**config.mk**
```make
export PLATFORM = sky130hd
export DESIGN_NAME = fifo_drain_framer
export DESIGN_NICKNAME = d
export VERILOG_FILES = /design/src/rtl/fifo_drain_framer.sv
export SDC_FILE = /design/constraint.sdc
export NUM_CORES = 1
export LEC_CHECK = 0
export ABC_CLOCK_PERIOD_IN_PS = 1800
export BUFFER_PORTS_ARGS = -buffer_cell sky130_fd_sc_hd__buf_2
export CORE_MARGIN = 2
export CORE_UTILIZATION = 51
export CTS_CLUSTER_SIZE = 28
export DETAILED_ROUTE_END_ITERATION = 12
export PLACE_DENSITY = 0.84
export SYNTH_ARGS = -nofsm -noshare
export SYNTH_HDL_FRONTEND = slang
export SYNTH_SLANG_ARGS = --single-unit
```
**constraint.sdc**
```tcl
create_clock -name Rclk -period 1.8 [get_ports Rclk]
set_input_delay 0.18 -clock Rclk [delete_from_list [all_inputs] [get_ports Rclk]]
set_output_delay 0.18 -clock Rclk [all_outputs]
set_load 0.02 [all_outputs]
```
**src/rtl/fifo_drain_framer.sv**
```systemverilog
// Drains 32-bit TDC words from a non-FWFT FIFO and emits framed bytes: header, payload MSB-first, count, XOR checksum.
// One read in flight at a time; tx_data/tx_valid hold while tx_ready is low, so the frame simply stretches.
module fifo_drain_framer #(
  parameter int unsigned RD_LATENCY = 2,
  parameter int unsigned BURST_LEN  = 64,
  parameter logic [7:0]  FRAME_HDR  = 8'hA5
) (
  input  logic        Rclk,
  input  logic        Rst_n,
  input  logic        fifo_empty,
  input  logic        fifo_almost_empty,
  input  logic [31:0] fifo_data,
  output logic        fifo_rden,
  input  logic        flush,
  output logic [7:0]  tx_data,
  output logic        tx_valid,
  input  logic        tx_ready,
  output logic        busy,
  output logic [15:0] frames_sent
);

  typedef enum logic [2:0] {IDLE, HDR, RD_REQ, RD_WAIT, PAYLOAD, CNT, CHK} state_t;

  localparam logic [1:0] LAT   = 2'(RD_LATENCY);
  localparam logic [7:0] BURST = 8'(BURST_LEN);

  state_t      state;
  state_t      state_nxt;
  logic [31:0] word_q;
  logic [1:0]  byte_idx;
  logic [1:0]  lat_cnt;
  logic [7:0]  count;
  logic [7:0]  count_inc;
  logic [7:0]  checksum;

  assign count_inc = count + 8'd1;
  assign busy      = (state != IDLE);

  always_comb begin
    state_nxt = state;
    fifo_rden = 1'b0;
    tx_valid  = 1'b0;
    tx_data   = 8'h00;
    case (state)
      IDLE: begin
        if (!fifo_almost_empty || (flush && !fifo_empty)) state_nxt = HDR;
      end
      HDR: begin
        tx_valid = 1'b1;
        tx_data  = FRAME_HDR;
        if (tx_ready) state_nxt = RD_REQ;
      end
      RD_REQ: begin
        if (fifo_empty) begin
          state_nxt = CNT;
        end else begin
          fifo_rden = 1'b1;
          state_nxt = RD_WAIT;
        end
      end
      RD_WAIT: begin
        if (lat_cnt == LAT) state_nxt = PAYLOAD;
      end
      PAYLOAD: begin
        // word_q shifts left on every transfer, so the next byte is always on top
        tx_valid = 1'b1;
        tx_data  = word_q[31:24];
        if (tx_ready && byte_idx == 2'd3) state_nxt = (count_inc == BURST) ? CNT : RD_REQ;
      end
      CNT: begin
        tx_valid = 1'b1;
        tx_data  = count;
        if (tx_ready) state_nxt = CHK;
      end
      CHK: begin
        tx_valid = 1'b1;
        tx_data  = checksum;
        if (tx_ready) state_nxt = IDLE;
      end
      default: state_nxt = IDLE;
    endcase
  end

  always_ff @(posedge Rclk or negedge Rst_n) begin
    if (!Rst_n) begin
      state       <= IDLE;
      word_q      <= 32'h0;
      byte_idx    <= 2'd0;
      lat_cnt     <= 2'd0;
      count       <= 8'h00;
      checksum    <= 8'h00;
      frames_sent <= 16'h0;
    end else begin
      state <= state_nxt;
      case (state)
        IDLE: begin
          if (state_nxt == HDR) begin
            count    <= 8'h00;
            checksum <= 8'h00;
          end
        end
        RD_REQ: begin
          // the rden cycle itself counts as latency cycle zero
          if (!fifo_empty) lat_cnt <= 2'd1;
        end
        RD_WAIT: begin
          if (lat_cnt == LAT) begin
            word_q   <= fifo_data;
            byte_idx <= 2'd0;
          end else begin
            lat_cnt <= lat_cnt + 2'd1;
          end
        end
        PAYLOAD: begin
          if (tx_ready) begin
            word_q   <= {word_q[23:0], 8'h00};
            byte_idx <= byte_idx + 2'd1;
            checksum <= checksum ^ word_q[31:24];
            if (byte_idx == 2'd3) count <= count_inc;
          end
        end
        CNT: begin
          if (tx_ready) checksum <= checksum ^ count;
        end
        CHK: begin
          if (tx_ready) frames_sent <= frames_sent + 16'd1;
        end
        default: ;
      endcase
    end
  end

endmodule

```
Yosys cells after proc, flatten, opt, wreduce, memory -nomap -nowiden. Cells that the tools add are included.

Bitwise operators: 2. Order comparisons: 0. Reductions and logical operators: 17. $mul: 0. Multiplexer cells: 29. Shift-type cells: 0. Add/sub/neg operators: 4. Eq/ne operators: 17. Divide/modulo/power cells: 0.

Operators with widths (count): $mux 32 (2); $pmux 32 s2 (1); $mux 8 (5); $pmux 8 s4 (1); $mux 3 (8); $pmux 8 s3 (1); $pmux 3 s7 (1); $add 16x1->16 const B (1); $pmux 8 s2 (1); $xor 8x8->8 (2); $ne 2x2->1 const B (7); $eq 3x3->1 const B (3); $add 8x1->8 const B (1); $eq 8x7->1 const B (1); $mux 2 (4); $pmux 2 s2 (2); $reduce_and 4->1 (2); $eq 3x1->1 const B (2); $eq 3x2->1 const B (2); $reduce_and 3->1 (2); $reduce_bool 2->1 (3); $reduce_bool 3->1 (2); $add 2x1->2 const B (2); $eq 2x2->1 const B (2); 7 further kinds (11).

Word-level logic and storage cells: 76. Bits in latches: 0. Register bits: 71. Memories kept: 0. Input bits: 38. Bits in writable memories: 0. Bits in read-only memories: 0. Output and inout bits: 27.

Logic depth before layout (Yosys ltp).
Depth in word-level cells: 8. Depth in mapped cells: 10. Gate-level depth less buffers: 6.

Worst setup path after synthesis. OpenSTA, ideal clock, no wires.

Path type: reg-to-output. From: register state[0]. To: output fifo_rden. Data required time: 1.620 ns. Path buffers: 2. Slack: 0.006 ns. Cell stages (with the launch flop): 4. Data arrival time: 1.614 ns. Cells stage by stage: dfrtp_1 -> clkbuf_1 -> buf_1 -> nor4b_1.

Word-level cells in the longest chain between the ends: 2.

RTL lines: start, declared (RTL line 27) `state_t state;`; start signal, assigned (RTL line 94) `state <= state_nxt;`; $eq 3x2->1 (RTL line 44) `case (state)`; $mux 1 (RTL line 44); end, declared (RTL line 13) `output logic fifo_rden,`.

Every way passes these cells.

Final worst setup path.
From: register state[0]. To: output tx_data[2].

Word-level cells in the longest chain between the ends: 2. Elaborated cells on any way between the ends: 5. Classes of those cells: eq/ne: 4; mux: 1.

RTL lines: $eq 3x3->1 or $eq 3x1->1 (tied branches) (RTL line 44); $pmux 8 s4 * (RTL line 44); end, declared (RTL line 15) `output logic [7:0] tx_data,`.

Every way passes the cells marked *; elsewhere a longest branch is shown, timed or not.

==> reports/results.ini <==
[outcome]
violations=negative setup slack
status=finished, violations left

[cts]
htreeDepth=3
clk_pin_slew_ns=0.08
clock-sinks=71
cts_buffer_depth=2
clock_latency_ns=0.35
cts_tree=yes
cts_root_buf=clkbuf_8
cts_made_buffers=9

[power]
switching_share=0.390
p_int_mw=4.77
power_mw=7.82
power.leakage_nw=2.40
clockPowerShare=0.206
combPwrFrac=0.484
cellPowerDensity_nw_per_um2=1570
p_seq_frac=0.309
p_switching_mw=3.05
vdd_ir_drop_max_mv=0.944

[layout]
num-fill-cells=584
fin_util=0.654
multi_input_area_um2=2020
antennaDiodeCount=0
drive_gt1_frac=0.301
regArea_um2=1780
finalNetCount=538
area_growth_pct=26.0

[critical_path]
rr_endpoint=count[1]
worst-setup-path-type=reg -> out
crit_fanout=5
r2r_cells=5
r2r-start=state[0]
setup.worst_path.end=tx_data[2]
cp.arrival_ns=1.67
cp.required_ns=1.62
cp-startpoint=state[0]
startpoint_type=flip-flop
end_kind=output port
r2r_setup_slack_ns=0.08

[global_route]
grt_pass1_wl_mm=16.6
use_met3=0.0435
grt_usage=0.246
grt_use_met2=0.403
antenna_found_initial=0
grt-busiest-layer=met2
grt-ovfl-total=0
grt_max_degree=49
grt_pass1_vias=3416
gr-usage-met1=0.324

[sta]
fin_ws_ns=-0.0498
setup_viol=6
max_slew_margin=0.590
drv_slew=0
rsz0062_at_grt=yes
fin_crit_ns=1.85
final.period_utilization=1.03
tightest_slew_ns=0.614
timing_hold_violations_final=0
tns_ns=-0.109
finalClockSkew_ns=0.00425
max_freq_mhz=541

[detailed_routing]
wl_per_cell_um=16.7
vias=3466
first_pass_iters=5
drcViolationCount=0
drtIter0Drc=363
vias_per_cell=5.75
totalWireLength_mm=10.1
antenna_left=0

[job]
maxCapViolations=0

[synthesis]
syn_inst=406
synth_edf_count=0
synthArstFlopShare=1.00
synth_area_leaders=dfrtp_1, mux2i_1, nand2_1, o21ai_1, a21oi_1
netlist_area_um2=3950
ys_seq_area_frac=0.450
post-synth-top-area-fraction=0.450
yosys_warnings=0
syn-num-nets=448
synth_commonest_cells=dfrtp_1, nand2_1, mux2i_1
ys_seq_elements=71
synth_most_common_cell=dfrtp_1
syn_area_per_cell_um2=9.72
ys_types=54
synth_ff_type=dfrtp_1
synth_top_area_cell=dfrtp_1

[floorplan]
rows=32
core-area_um2=7610
die_area_um2=8450
die_w_um=92.0
start_util=0.519
ios=65
die_h_um=92.0

[worst_hold_path]
hold_class=in -> reg

[placement]
hpwl_mm=6.68
gp_congestion=0.954
numPortBuffers=64

-- layer usage --
layer | up-vias | share of wire
met5 | - | 0
met1 | 1672 | 0.41
met4 | 0 | 0.028
met3 | 24 | 0.065
li1 | 1619 | -
met2 | 151 | 0.50
-- layout by cell type, fill, tap and decap left out, types with 9 or more instances in the layout --
cell      Yosys  final
mux2i_1      41     40
inv_1        13     13
o21ai_1      28     28
a21oi_1      23     20
a22o_1        9      9
nand3_1      13     13
or3_1        10     10
buf_2        11     58
dfrtp_1      71     68
xnor2_1      12     12
nor2_1       17     17
clkbuf_8      0     11
buf_4        10     45
nor2b_1      12     11
o21ai_0      10     10
nand2_1      49     49
-- worst max-delay path, stage by stage (launching register included) --
cell and delay (ns):
dfrtp_2 0.43, buf_6 0.14, buf_4 0.13, a21oi_1 0.32, o32ai_4 0.15, buf_6 0.15
-- state kept, by name, indices dropped and copies added, names as in the netlist --
register	cells
frames_sent	16
byte_idx	2
lat_cnt	2
state	3
word_q	32
checksum	8
count	8
-- layout make-up --
cell class | instances | area share
multi-input cells | 288 | 0.406
flip-flops and latches | 71 | 0.358
repair buffers | 111 | 0.147
clock buffers | 11 | 0.0304
well taps | 102 | 0.0257
clock inverters | 5 | 0.0209
inverters | 15 | 0.0113
-- per-stage QoR --
step | instance area, µm² | instances | worst slack (ns) | hold WS (ns)
after floorplan | 3950 | 406 | 0.00569 | -0.116
after global placement | 4460 | 570 | 0.134 | 0.191
after detailed placement | 4460 | 570 | 0.0787 | 0.198
after CTS | 4850 | 596 | -0.0330 | 0.0379
after global routing | 4970 | 603 | -0.102 | 0.0422
final | 4970 | 603 | -0.0498 | 0.0463
-- power by group through the flow --
stage | sequential, mW | clock, mW | combinational [mW]
2_1_floorplan | 2.34 | 0 | 2.32
3_3_place_gp | 2.42 | 0 | 2.97
3_5_place_dp | 2.46 | 0 | 3.11
4_1_cts | 2.40 | 1.62 | 3.45
5_1_grt | 2.48 | 1.70 | 4.12
6_report | 2.42 | 1.61 | 3.79
-- cell families after synthesis --
family,Yosys count,share of synthesized area
DFF,71,0.450
and+or+nand+nor,126,0.173
adders and majority gates,4,0.0127
AOI/OAI and AO/OA,100,0.160
xor gates and xnor gates,16,0.0355
buffers and inverters,47,0.0618
muxes,42,0.107
-- worst min path at each step --
stage	startpoint	end	slack, ns	cells after the start
2_1_floorplan	Rst_n	byte_idx[0]	-0.12	0
3_3_place_gp	Rst_n	checksum[3]	0.19	2
3_5_place_dp	Rst_n	checksum[3]	0.20	2
4_1_cts	fifo_data[0]	word_q[0]	0.04	2
5_1_grt	fifo_data[0]	word_q[0]	0.04	2
6_report	fifo_data[0]	word_q[0]	0.05	2
-- timing repair --
action / in CTS / in global routing
hold buffers: 1 / 0
cloned: 1 / 0
setup buffers: 8 / 7
endpoints found under the hold margin: 71 / 0
setup endpoints to repair: 10 / 16
pin swaps: 2 / 7
gates resized for setup: 16 / 16
No activity file was read; power rests on OpenSTA's default activity.
